**src/rtl/cic_pkg.sv**
```systemverilog
// Shared types and elaboration helpers for the CIC decimation filter.
package cic_pkg;

  typedef enum logic {
    MODE_INCR = 1'b0,
    MODE_REG  = 1'b1
  } mode_e;

  typedef enum logic {
    IDLE = 1'b0,
    RUN  = 1'b1
  } state_e;

  // Bit growth of an ORDER-stage CIC at decimation 2^max_log2_m, plus the input bit.
  function automatic int acc_bits(input int order, input int max_log2_m);
    return order * max_log2_m + 1;
  endfunction

  function automatic int unsigned clamp_dec_log2(input int unsigned dec_log2,
                                                 input int unsigned max_log2_m);
    if (dec_log2 < 1) return 1;
    if (dec_log2 > max_log2_m) return max_log2_m;
    return dec_log2;
  endfunction

endpackage

```
**src/rtl/cic_integrator_chain.sv**
```systemverilog
// Rippling integrator cascade: every stage sees the freshly updated value of the
// stage before it on the same edge, and sum_next exposes the last stage's new value.
module cic_integrator_chain #(
  parameter int ORDER    = 2,
  parameter int ACC_BITS = 13
) (
  input  logic                clk,
  input  logic                rst_n,
  input  logic                clr,
  input  logic                en,
  input  logic                x,
  output logic [ACC_BITS-1:0] sum_next
);

  logic [ACC_BITS-1:0] integ_q [ORDER];
  logic [ACC_BITS-1:0] integ_d [ORDER];
  logic [ACC_BITS-1:0] ripple;

  // NOTE: every variable below is assigned on every path, so no latch is inferred.
  always_comb begin
    ripple = ACC_BITS'(x);
    for (int k = 0; k < ORDER; k++) begin
      ripple     = integ_q[k] + ripple;
      integ_d[k] = clr ? '0 : (en ? ripple : integ_q[k]);
    end
    sum_next = ripple;
  end

  // NOTE: <= makes every stage sample pre-edge values; the ripple lives in integ_d.
  always_ff @(posedge clk or negedge rst_n) begin
    if (!rst_n) begin
      // NOTE: this array is a handful of registers, not a RAM, so it is reset element-wise.
      for (int k = 0; k < ORDER; k++) integ_q[k] <= '0;
    end else begin
      for (int k = 0; k < ORDER; k++) integ_q[k] <= integ_d[k];
    end
  end

endmodule

```
**src/rtl/cic_decimator.sv**
```systemverilog
// CIC decimator for a 1-bit modulator stream: incremental (one-shot) and regular
// (free-running) modes, runtime decimation ratio, valid/ready result with overrun.
module cic_decimator
  import cic_pkg::*;
#(
  parameter int ORDER       = 2,
  parameter int MAX_LOG2_M  = 6,
  parameter int OUTPUT_BITS = 16
) (
  input  logic                              clk,
  input  logic                              rst_n,
  input  logic                              x,
  input  logic                              x_valid,
  input  logic                              mode,
  input  logic [$clog2(MAX_LOG2_M+1)-1:0]   dec_log2,
  input  logic                              start,
  output logic                              busy,
  output logic [OUTPUT_BITS-1:0]            out_data,
  output logic                              out_valid,
  input  logic                              out_ready,
  output logic                              overrun
);

  localparam int ACC_BITS = acc_bits(ORDER, MAX_LOG2_M);
  localparam int DEC_W    = $clog2(MAX_LOG2_M + 1);
  localparam int SETTLE_W = $clog2(ORDER + 1);
  localparam logic [SETTLE_W-1:0] SETTLE_DONE = SETTLE_W'(ORDER);

  if (ORDER < 1 || ORDER > 4) begin : g_bad_order
    $error("cic_decimator: ORDER must be within 1..4");
  end
  if (OUTPUT_BITS < ACC_BITS) begin : g_bad_width
    $error("cic_decimator: OUTPUT_BITS is narrower than ACC_BITS");
  end

  mode_e                  mode_cur;
  logic [DEC_W-1:0]       dec_eff;
  logic                   cfg_chg, accept, at_last, incr_last, reg_tick, integ_clr;
  logic                   incr_load, reg_load, load;
  logic [ACC_BITS-1:0]    sum_next, comb_acc, comb_out, load_val;
  logic [MAX_LOG2_M-1:0]  cnt_last;

  mode_e                  mode_q, mode_d;
  logic [DEC_W-1:0]       dec_q, dec_d;
  state_e                 state_q, state_d;
  logic                   busy_q, busy_d;
  logic [MAX_LOG2_M-1:0]  cnt_q, cnt_d;
  logic                   done_q, done_d;
  logic [ACC_BITS-1:0]    res_q, res_d;
  logic                   comb_stb_q, comb_stb_d;
  logic [ACC_BITS-1:0]    comb_in_q, comb_in_d;
  logic [ACC_BITS-1:0]    dly_q [ORDER];
  logic [ACC_BITS-1:0]    dly_d [ORDER];
  logic [SETTLE_W-1:0]    settle_q, settle_d;
  logic [OUTPUT_BITS-1:0] out_data_q, out_data_d;
  logic                   out_valid_q, out_valid_d;
  logic                   overrun_q, overrun_d;

  assign mode_cur = mode_e'(mode);
  assign dec_eff  = DEC_W'(clamp_dec_log2(32'(dec_log2), MAX_LOG2_M));
  assign cnt_last = ~({MAX_LOG2_M{1'b1}} << dec_eff);

  cic_integrator_chain #(
    .ORDER   (ORDER),
    .ACC_BITS(ACC_BITS)
  ) u_integ (
    .clk     (clk),
    .rst_n   (rst_n),
    .clr     (integ_clr),
    .en      (accept),
    .x       (x),
    .sum_next(sum_next)
  );

  // Sample acceptance, counter and decimation strobes.
  always_comb begin
    cfg_chg   = (mode_cur != mode_q) || (dec_eff != dec_q);
    accept    = x_valid && !cfg_chg &&
                ((mode_cur == MODE_REG) || (state_q == RUN && !start));
    at_last   = (cnt_q == cnt_last);
    incr_last = (mode_cur == MODE_INCR) && accept && at_last;
    reg_tick  = (mode_cur == MODE_REG) && accept && at_last;
    integ_clr = cfg_chg || ((mode_cur == MODE_INCR) && start);

    cnt_d = cnt_q;
    if (integ_clr)    cnt_d = '0;
    else if (accept)  cnt_d = at_last ? '0 : cnt_q + MAX_LOG2_M'(1);

    mode_d = mode_cur;
    dec_d  = dec_eff;
  end

  // Incremental FSM; a start while running restarts in place, discarding the old run.
  always_comb begin
    state_d = state_q;
    case (state_q)
      IDLE:    if (!cfg_chg && mode_cur == MODE_INCR && start) state_d = RUN;
      RUN:     if (cfg_chg || incr_last) state_d = IDLE;
      default: state_d = IDLE;
    endcase
    busy_d    = (state_q == RUN) && !cfg_chg;
    done_d    = incr_last;
    res_d     = incr_last ? sum_next : res_q;
    incr_load = done_q && !cfg_chg;
  end

  // Comb chain runs one edge behind the decimation tick on the registered sample.
  always_comb begin
    comb_stb_d = reg_tick;
    comb_in_d  = cfg_chg ? '0 : (reg_tick ? sum_next : comb_in_q);
    comb_acc   = comb_in_q;
    for (int k = 0; k < ORDER; k++) begin
      dly_d[k] = cfg_chg ? '0 : (comb_stb_q ? comb_acc : dly_q[k]);
      comb_acc = comb_acc - dly_q[k];
    end
    comb_out = comb_acc;

    settle_d = settle_q;
    if (cfg_chg)                                    settle_d = '0;
    else if (comb_stb_q && settle_q != SETTLE_DONE) settle_d = settle_q + SETTLE_W'(1);
    reg_load = comb_stb_q && !cfg_chg && (settle_q == SETTLE_DONE);
  end

  // Output register: a fresh result always wins over a same-edge handshake.
  always_comb begin
    load        = incr_load || reg_load;
    load_val    = incr_load ? res_q : comb_out;
    out_data_d  = load ? OUTPUT_BITS'(load_val) : out_data_q;
    out_valid_d = load || (out_valid_q && !out_ready);
    overrun_d   = cfg_chg ? 1'b0
                          : (overrun_q || (load && out_valid_q && !out_ready));
  end

  always_ff @(posedge clk or negedge rst_n) begin
    if (!rst_n) begin
      mode_q      <= MODE_INCR;
      dec_q       <= '0;
      state_q     <= IDLE;
      busy_q      <= 1'b0;
      cnt_q       <= '0;
      done_q      <= 1'b0;
      res_q       <= '0;
      comb_stb_q  <= 1'b0;
      comb_in_q   <= '0;
      for (int k = 0; k < ORDER; k++) dly_q[k] <= '0;
      settle_q    <= '0;
      out_data_q  <= '0;
      out_valid_q <= 1'b0;
      overrun_q   <= 1'b0;
    end else begin
      mode_q      <= mode_d;
      dec_q       <= dec_d;
      state_q     <= state_d;
      busy_q      <= busy_d;
      cnt_q       <= cnt_d;
      done_q      <= done_d;
      res_q       <= res_d;
      comb_stb_q  <= comb_stb_d;
      comb_in_q   <= comb_in_d;
      for (int k = 0; k < ORDER; k++) dly_q[k] <= dly_d[k];
      settle_q    <= settle_d;
      out_data_q  <= out_data_d;
      out_valid_q <= out_valid_d;
      overrun_q   <= overrun_d;
    end
  end

  assign busy      = busy_q;
  assign out_data  = out_data_q;
  assign out_valid = out_valid_q;
  assign overrun   = overrun_q;

endmodule

```
**config.mk**
```make
export PLATFORM = sky130hd
export DESIGN_NAME = cic_decimator
export DESIGN_NICKNAME = d
export VERILOG_FILES = /design/src/rtl/cic_pkg.sv /design/src/rtl/cic_integrator_chain.sv /design/src/rtl/cic_decimator.sv
export SDC_FILE = /design/constraint.sdc
export NUM_CORES = 1
export LEC_CHECK = 0
export CAP_MARGIN = 20
export CORE_ASPECT_RATIO = 1.2
export CORE_UTILIZATION = 61
export CTS_BUF_LIST = sky130_fd_sc_hd__clkbuf_16
export DETAILED_ROUTE_END_ITERATION = 16
export PLACE_DENSITY = 0.8
export SLEW_MARGIN = 20
export SYNTH_ARGS = -nofsm -noshare
export SYNTH_HDL_FRONTEND = slang
export SYNTH_HIERARCHICAL = 1
export SYNTH_SLANG_ARGS = --single-unit
```
**constraint.sdc**
```tcl
create_clock -name clk -period 4.95 [get_ports clk]
set_clock_uncertainty 0.2 [all_clocks]
set_input_delay 0.99 -clock clk [delete_from_list [all_inputs] [get_ports clk]]
set_output_delay 0.99 -clock clk [all_outputs]
set_load 0.03 [all_outputs]
```
==> results of run 1 <==
[tightest hold or removal path, stage by stage (launching register included)]
cell and delay (ps):
dfrtp_1 350, a31oi_1 40, nor2_1 70
[through the flow]
stage | power, W | instances
2_1_floorplan | 0.000952 | 692
3_3_place_gp | 0.000987 | 824
3_5_place_dp | 0.000990 | 824
4_1_cts | 0.00170 | 840
5_1_grt | 0.00174 | 840
6_report | 0.00168 | 840
[cell families (layout without fill, tap and decap cells)]
| family | after synthesis | count (layout) | synth area share [%] |
|---|---|---|---|
| AOI/OAI and AO/OA | 142 | 142 | 14.4 |
| xor gates and xnor gates | 62 | 62 | 8.24 |
| adders and majority gates | 45 | 45 | 8.76 |
| buffers and inverters | 69 | 88 | 4.55 |
| DFF | 109 | 109 | 40.8 |
| muxes | 44 | 44 | 7.40 |
| other | 1 | 3 | 0.0561 |
| and+or+nand+nor | 218 | 218 | 15.7 |
[flip-flops by register name, summed over array words and instances, names as in the netlist]
signal           flops
overrun              1
u_integ/integ_q     26
comb_in_q           13
out_valid            1
comb_stb_q           1
state_q              1
dly_q               26
done_q               1
busy                 1
out_data            13
dec_q                3
cnt_q                6
res_q               13
settle_q             2
mode_q               1
[Yosys cell counts (4+ instances only)]
| cell | number | area share (%) |
|---|---|---|
| dfrtp_1 | 109 | 41 |
| nor2_1 | 79 | 4.4 |
| nand2_1 | 58 | 3.3 |
| ha_1 | 42 | 7.9 |
| inv_1 | 38 | 2.1 |
| xor2_1 | 36 | 4.7 |
| mux2i_1 | 31 | 4.6 |
| a21oi_1 | 30 | 2.2 |
| xnor2_1 | 25 | 3.3 |
| o21ai_0 | 22 | 1.6 |
| a21o_1 | 18 | 2.0 |
| nand3_1 | 15 | 1.1 |
| clkbuf_1 | 13 | 0.73 |
| o21ai_1 | 13 | 0.97 |
| nand2b_1 | 11 | 1.0 |
| mux2_4 | 10 | 2.2 |
| a22oi_1 | 9 | 1.0 |
| nor2b_1 | 9 | 0.84 |
| a31oi_1 | 8 | 0.75 |
| nand4_1 | 8 | 0.75 |
| nor3_1 | 7 | 0.52 |
| and3_1 | 6 | 0.56 |
| buf_2 | 6 | 0.45 |
| buf_4 | 6 | 0.67 |
| o21a_1 | 6 | 0.67 |
| and2_1 | 4 | 0.37 |
| buf_1 | 4 | 0.22 |
| o21bai_1 | 4 | 0.45 |
| o22ai_1 | 4 | 0.37 |
| or3_1 | 4 | 0.37 |
[power by group through the flow]
stage	clock, W	sequential (W)	combinational (W)
6_report	0.000712	0.000895	0.0000760
3_5_place_dp	0	0.000912	0.0000772
2_1_floorplan	0	0.000913	0.0000382
5_1_grt	0.000757	0.000895	0.0000856
4_1_cts	0.000728	0.000895	0.0000773
3_3_place_gp	0	0.000912	0.0000749
[per-layer routing]
layer | GRT usage (%) | vias up | part of all wire (%)
li1 | - | 2425 | -
met1 | 32.5 | 2441 | 44
met2 | 45.5 | 104 | 50
met3 | 2.75 | 30 | 3.5
met4 | 13.4 | 0 | 2.9
met5 | 0 | - | 0
[cell type report]
type / count / area [um^2] / area share, %
Multi-Input combinational cell: 514 / 3660 / 50.2
Tap cell: 129 / 161 / 2.21
Sequential cell: 109 / 2730 / 37.4
Inverter: 38 / 143 / 1.95
Timing Repair Buffer: 34 / 315 / 4.32
Clock buffer: 9 / 225 / 3.09
Clock inverter: 7 / 65.1 / 0.892
[path summary, 6_finish.rpt]
check                        startpoint                 end  depth (start not counted)
max                                   x           res_q[12]                         14
min                             overrun             overrun                          2
max reg2reg                comb_in_q[1]        out_data[12]                         15
min reg2reg                     overrun             overrun                          2
max in group asynchronous         rst_n  u_integ/integ_q[8]                          2
min in group asynchronous         rst_n         settle_q[0]                          1
==> results.json, run 1 <==
{
  "kind_of_path_behind_the_tightest_hold_check": "register to register",
  "setup_viol": 0,
  "detailed_route_wl_um": 14000,
  "power_density_mw_per_mm2": 231,
  "drt_first_iter_violations": 234,
  "gate_power_share_pct": 4.5,
  "cts_buffers": 9,
  "ant_nets": 0,
  "outcome": "finished clean",
  "max_freq_mhz": 232,
  "final_estimated_routing_congestion_in_global_placement": 0.900,
  "timing.critical_path.to_type": "register",
  "path_common_cell": "ha_1",
  "dieHeight_um": 117,
  "cts_hold_buffers": 0,
  "drc_violations_left": 0,
  "max_cap_violations": 0,
  "worst-setup-path-type": "primary input to register",
  "floorplan.io_pins": 29,
  "timing.slew.headroom_pct": 40.5,
  "min_cycle_time_layout_ps": 4310,
  "power_share_of_the_sequential_group_pct": 53.2,
  "utilization_pct": 69.1,
  "synth_warnings": 6,
  "critical-path-top-delay-family": "simple AND/OR/NAND/NOR gates",
  "worst-slew-pin-transition_ps": 893,
  "portBuffers": 25,
  "timing.critical_path.arrival_ps": 4350,
  "start_util_pct": 63.2,
  "routed_via_density": 5.95,
  "cp_slowest_cell": "clkdlybuf4s50_1",
  "finalCritPeriodShare_pct": 87.1,
  "async_flop_share_pct": 100,
  "layout_common_cells": "dfrtp_1 (109), nor2_1 (78), nand2_1 (58)",
  "row_count": 41,
  "finish.instance_area_mm2": 0.00730,
  "grt_pass1_wl_um": 23600,
  "pre_cts_ws_ps": 276,
  "slew_viol_final": 0,
  "ctsLongestPathBuffers": 2,
  "nNetsFinal": 761,
  "synth_edf_count": 0,
  "tritoncts_num_sinks": 109,
  "crit_chain": "clkdlybuf4s50_1 > ha_1 > ha_1 > nand3_1 > nor2_1 > nand3_1 > xnor2_1 > ha_1 > and3_1 > a221oi_1 > o221ai_2 > xnor2_2 > xor2_1 > mux2_4",
  "synthDistinctLibCells": 70,
  "post_synth_inst_count": 690,
  "p_leak_nw": 3.33,
  "clock_insertion_delay_worst_skew_ps": 350,
  "synth.cell_area_mm2": 0.00668,
  "crit_required_ps": 4980,
  "clock_tree.htree_level_count": 3,
  "cts.root.buffer_cell": "clkbuf_16",
  "dominantRegCellSynth": "dfrtp_1",
  "report.final.hold_viol_count": 0,
  "switching_share_of_power_pct": 22.6,
  "mostFrequentLayoutCell": "dfrtp_1",
  "grt_pass1_vias": 5023,
  "kind_of_launch_point_of_the_worst_setup_path": "primary input",
  "rsz_0062_raised_after_global_routing": "false",
  "grt.overflow.total": 0,
  "worst-path-max-fanout": 8,
  "timing.critical_path.buf_inv": 1,
  "cell_area_after_placement_mm2": 0.00701,
  "timing.final.ws_setup_ps": 639,
  "grt_max_degree": 39,
  "synth_area_per_cell_um2": 9.68,
  "yosys_register_bits": 109,
  "detailedRoute.firstPassIterationCount": 5,
  "flow.area_growth_from_synthesis_pct": 9.21,
  "drive_above_1_share_pct": 7.45,
  "cts_tree": "done",
  "synth_seq_area_share_pct": 40.8,
  "r2r_slack_ps": 980,
  "timing.hold.ws_ps": 298,
  "coreArea_mm2": 0.0106,
  "antenna_cells": 0,
  "clk_transition_reported_paths_ps": 70,
  "die-area_mm2": 0.0114,
  "fillerInstances": 782,
  "total_switching_power_w": 0.000380,
  "power_frac_clock_pct": 42.3,
  "cts_post_setup_buffers_inserted": 0,
  "dpl.hpwl_um": 10300,
  "critical-path-max-stage-delay_ps": 490,
  "max-vdd-ir-drop_v": 0.000161,
  "horizontal_die_dimension_um": 97.5,
  "fin_setup_tns_ps": 0,
  "detailroute.via_count": 5000,
  "global_route.usage.total_pct": 26.1,
  "route.detailed.wl_per_inst_um": 16.7,
  "number_of_antenna_violations_at_the_first_check_in_global_routing": 0,
  "post_cts_resize_count": 0,
  "internal_power_w": 0.00130
}
(Power assumes the default switching activity.)
==> run 2, diff against run 1 <==
Settings changed: CAP_MARGIN 20 to default, CORE_UTILIZATION 61 to 50, PLACE_DENSITY 0.8 to 0.68.
==> results.json, run 2 (same netlist as run 1, synthesis figures left out) <==
{
  "route.detailed.wl_per_inst_um": 15.8,
  "detailed_route_wl_um": 13800,
  "detailroute.via_count": 4897,
  "critical_path.reg2reg.startpoint": "comb_in_q[1]",
  "ctsLongestPathBuffers": 2,
  "grt.overflow.total": 0,
  "worst-slew-pin-transition_ps": 845,
  "cts.root.buffer_cell": "clkbuf_16",
  "met3_usage_pct": 3.29,
  "fin_setup_tns_ps": 0,
  "rsz_0062_raised_after_global_routing": "false",
  "min_delay_worst_endpoint": "overrun",
  "grt_pass1_vias": 4930,
  "post_cts_resize_count": 0,
  "portBuffers": 25,
  "worst_r2r_endpoint": "out_data[12]",
  "layout_common_cells": "dfrtp_1 (109), nor2_1 (78), nand2_1 (58)",
  "outcome": "finished clean",
  "drc_violations_left": 0,
  "mostFrequentLayoutCell": "dfrtp_1",
  "nNetsFinal": 763,
  "floorplan.io_pins": 29,
  "detailedRoute.firstPassIterationCount": 4,
  "number_of_antenna_violations_at_the_first_check_in_global_routing": 0,
  "setup_viol": 0,
  "timing.hold.ws_ps": 297,
  "clock_tree.htree_level_count": 3,
  "routed_via_density": 5.58,
  "ant_nets": 0,
  "p_leak_nw": 3.35,
  "use_met2_pct": 37.1,
  "coreArea_mm2": 0.0128,
  "power_density_mw_per_mm2": 238,
  "crit_required_ps": 4990,
  "cts_hold_buffers": 0,
  "max_cap_violations": 0,
  "busiest_layer": "met2",
  "hp-start": "overrun",
  "timing.critical_path.to_type": "register",
  "worst-setup-path-type": "primary input to register",
  "dpl.hpwl_um": 10200,
  "grt.met1_usage_pct": 28.2,
  "final_estimated_routing_congestion_in_global_placement": 0.879,
  "slew_viol_final": 0,
  "timing.critical_path.arrival_ps": 4240,
  "cts_tree": "done",
  "clk_transition_reported_paths_ps": 70,
  "cts_buffers": 9,
  "antenna_cells": 0,
  "holdPathStages": 2,
  "kind_of_launch_point_of_the_worst_setup_path": "primary input",
  "timing.slew.headroom_pct": 43.7,
  "max-vdd-ir-drop_v": 0.000188,
  "top_regs": "dly_q: 26 flops, u_integ/integ_q: 26 flops",
  "min_cycle_time_layout_ps": 4200,
  "global_route.usage.total_pct": 22.0,
  "finalCritPeriodShare_pct": 84.9,
  "report.final.hold_viol_count": 0,
  "grt_max_degree": 66,
  "die-area_mm2": 0.0138,
  "row_count": 45,
  "clock_insertion_delay_worst_skew_ps": 350,
  "start_util_pct": 52.0,
  "reg2regPathDepth": 15,
  "drive_above_1_share_pct": 7.99,
  "worst-path-max-fanout": 8,
  "grt_pass1_wl_um": 23900,
  "flow.area_growth_from_synthesis_pct": 10.6,
  "r2r_slack_ps": 930,
  "dieHeight_um": 129,
  "horizontal_die_dimension_um": 108,
  "cts_post_setup_buffers_inserted": 0,
  "tritoncts_num_sinks": 109,
  "kind_of_path_behind_the_tightest_hold_check": "register to register",
  "max_freq_mhz": 238,
  "drt_first_iter_violations": 273
}
run 2: cell types whose count changed in the layout (fill, tap and decap cells not counted), sizes merged:
cell	change
buf	+2
clkinv	-1
bufinv	+1
run 2: per-layer routing:
layer  routed length, um  vias up
met3                 272       23
met4                 301        0
met2                6660       71
li1                    -     2433
met5                   0        -
met1                6590     2370
run 2: where the power goes:
part | total, W | internal [W] | switching, W
registers | 0.000895 | 0.000893 | 0.00000200
clock network | 0.000785 | 0.000446 | 0.000339
logic | 0.0000767 | 0.0000217 | 0.0000550
run 2: final cells by class:
cell class                 instances  area, um^2
clock buffer                       9         225
clock inverter                     7        96.3
fill                            1115        5450
inverter                          38         143
multi-input combinational        514        3660
sequential                       109        2730
tap                              164         205
timing repair buffer              36         330
run 2: how the worst max path moves through the flow:
| stage | depth (start not counted) | startpoint | endpoint | slack (ps) |
|---|---|---|---|---|
| floorplan | 14 | x | res_q[12] | 1030 |
| global placement | 14 | x | res_q[12] | 450 |
| detailed placement | 14 | x | res_q[12] | 370 |
| CTS | 14 | x | res_q[12] | 730 |
| global route | 14 | x | res_q[12] | 520 |
| finish | 14 | x | res_q[12] | 750 |
run 2: worst max-delay path, cell delays in order:
cell and delay, ps:
clkdlybuf4s50_1 480, ha_1 170, ha_1 240, nand3_1 190
nor2_1 200, nand3_1 110, xnor2_1 150, ha_1 400
and3_1 220, a221oi_1 310, o221ai_2 160, xnor2_2 180
xor2_1 160, mux2_4 280
run 2: through the flow:
stage                     worst slack [ps]  instance area, um^2  total power, W  utilization [%]  cells
final                                  746                 7390         0.00176             57.5    877
after global routing                   525                 7390         0.00182             57.5    877
after CTS                              731                 7390         0.00178             57.5    877
after detailed placement               366                 7070        0.000991             55.0    861
after global placement                 450                 7070        0.000989             55.0    861
after floorplan                       1030                 6690        0.000952                -    692
==> patch (settings of run 1) <==
Register the input `mode` before use, cleared by the reset. The logic sees it one clock later. The other inputs are not delayed to match.
--- a/src/rtl/cic_decimator.sv
+++ b/src/rtl/cic_decimator.sv
@@ -25,6 +25,16 @@
   localparam int DEC_W    = $clog2(MAX_LOG2_M + 1);
   localparam int SETTLE_W = $clog2(ORDER + 1);
   localparam logic [SETTLE_W-1:0] SETTLE_DONE = SETTLE_W'(ORDER);
+
+  logic mode_r;
+
+  always_ff @(posedge clk or negedge rst_n) begin
+    if (!rst_n) begin
+      mode_r <= '0;
+    end else begin
+      mode_r <= mode;
+    end
+  end
 
   if (ORDER < 1 || ORDER > 4) begin : g_bad_order
     $error("cic_decimator: ORDER must be within 1..4");
@@ -56,7 +66,7 @@
   logic                   out_valid_q, out_valid_d;
   logic                   overrun_q, overrun_d;
 
-  assign mode_cur = mode_e'(mode);
+  assign mode_cur = mode_e'(mode_r);
   assign dec_eff  = DEC_W'(clamp_dec_log2(32'(dec_log2), MAX_LOG2_M));
   assign cnt_last = ~({MAX_LOG2_M{1'b1}} << dec_eff);
 
Check against the original RTL: not equivalent (a bounded check fails within 4 cycles, from zero or initial values and one cycle with rst_n low).
==> patch against run 1 <==
The flow now finishes with violations (design-rule violations); worst setup slack got worse by 0.036 ns; global-route usage rose by 0.15 points; die area grew 0.36%; sequential share of layout area up 0.17 points; synthesized area is 0.37% higher; final area up 0.46%; critical path depth is the same; via count up 0.30%; sequential cell count is 1 higher; wire length increased by 0.54%; total power rose by 0.92%; critical path type unchanged; largest power group unchanged; highest routed layer unchanged.
==> patch: results (changes against run 1) <==
| Metric | Value |
|---|---|
| Outcome | `finished, violations left` |
| Failing checks | `design-rule violations` |
| Finished Layout Cells | `842 (+0.24%)` |
| Final net count | `763 (+0.26%)` |
| Worst vdd ir | `0.000153 V (-4.9%)` |
| DRT Pass-1 Iters | `11 (+6)` |
| Max-slew headroom | `47.9% (+7.4 points)` |
| Filler cell count | `793 (+1.4%)` |
| Detail Placement HPWL | `10.3 mm (-0.16%)` |
| Non-clk bufs | `35 (+2.9%)` |
| Synth Area per Inst | `9.71 um2 (+0.23%)` |
| Lkg Pwr | `3.35 nW (+0.52%)` |
| Largest cells by area after synthesis | `dfrtp_1 (41%), ha_1 (7.8%), xor2_1 (4.7%), mux2i_1 (4.6%), nor2_1 (4.4%)` |
| Reg-to-reg slack, setup | `0.90 ns (-0.08 ns)` |
| Gr usage total | `26.2% (+0.15 points)` |
| Global placement routability congestion | `0.880 (-2.2%)` |
| Clock network area share | `3.98% (about the same)` |
| Dpl cells | `826 (+0.24%)` |
| Fin Hold WS | `0.234 ns (-0.0639 ns)` |
| Post-place setup slack | `0.273 ns (-0.00346 ns)` |
| WL per Instance | `16.7 um (+0.30%)` |
| Internal Power | `1.31 mW (+0.75%)` |
| # DRC | `2 (+2)` |
| Post-synth top cells | `dfrtp_1 (110), nor2_1 (79), nand2_1 (58)` |
| Seq. pwr | `0.905 mW (+1%)` |
| Min-delay worst type | `in -> async` |
| Seq area share | `37.5% (+0.17 points)` |
| CP arrival | `4.38 ns (+0.03 ns)` |
| Core area | `10600 um2 (+0.49%)` |
| NonClk Buf Share | `4.40% (+0.083 points)` |
| Vias in the first global route | `5034 (+0.22%)` |
| First-pass GRT wire length | `23.7 mm (+0.26%)` |
| Clock sinks | `110 (+0.92%)` |
| Sequential power share | `53.3% (about the same)` |
| Sequential-to-total area share from yosys stat | `41.0% (+0.22 points)` |
| Fraction of layout cells with a size suffix above 1 | `7.85% (+0.40 points)` |
==> patch: cell types whose count changed after synthesis, sizes merged <==
cell,change
dfrtp,+1
==> patch: cells by family (layout without fill, tap and decap cells) <==
| group | after synthesis | in the layout | share of synthesized area [%] |
|---|---|---|---|
| flops | 110 | 110 | 41.0 |
| simple gates | 218 | 218 | 15.7 |
| fa+ha+maj | 45 | 45 | 8.73 |
| other cells | 1 | 3 | 0.0559 |
| buf+inv | 69 | 89 | 4.53 |
| xor+xnor | 62 | 62 | 8.21 |
| mux | 44 | 44 | 7.37 |
| compound gates | 142 | 142 | 14.4 |
==> patch: metal layers <==
| metal | global-route usage, % | vias to the layer above | routed length (um) |
|---|---|---|---|
| li1 | - | 2423 | - |
| met1 | 32.6 | 2456 | 6220 |
| met2 | 46.8 | 107 | 7120 |
| met3 | 3.33 | 29 | 377 |
| met4 | 11.0 | 0 | 356 |
| met5 | 0 | - | 0 |
==> patch: final timing paths <==
check | startpoint | end | depth (start not counted)
worst max-delay path | x | res_q[12]$_DFFE_PN0P_ | 14
max in group asynchronous | rst_n | u_integ/integ_q[19]$_DFFE_PN0P_ | 2
worst max register to register | comb_in_q[1]$_DFFE_PN0P_ | out_data[12]$_DFFE_PN0P_ | 15
worst min register to register | overrun$_DFF_PN0_ | overrun$_DFF_PN0_ | 2
worst min-delay path | rst_n | settle_q[0]$_DFFE_PN0P_ | 1
min in group clk | overrun$_DFF_PN0_ | overrun$_DFF_PN0_ | 2
==> patch: critical path: cells and delay by family <==
| family | cells | cell delay, ns |
|---|---|---|
| and+or+nand+nor | 4 | 0.85 |
| adders and majority gates | 3 | 0.79 |
| AOI/OAI and AO/OA | 2 | 0.50 |
| buffers and inverters | 1 | 0.48 |
| xor gates and xnor gates | 3 | 0.48 |
| muxes | 1 | 0.28 |
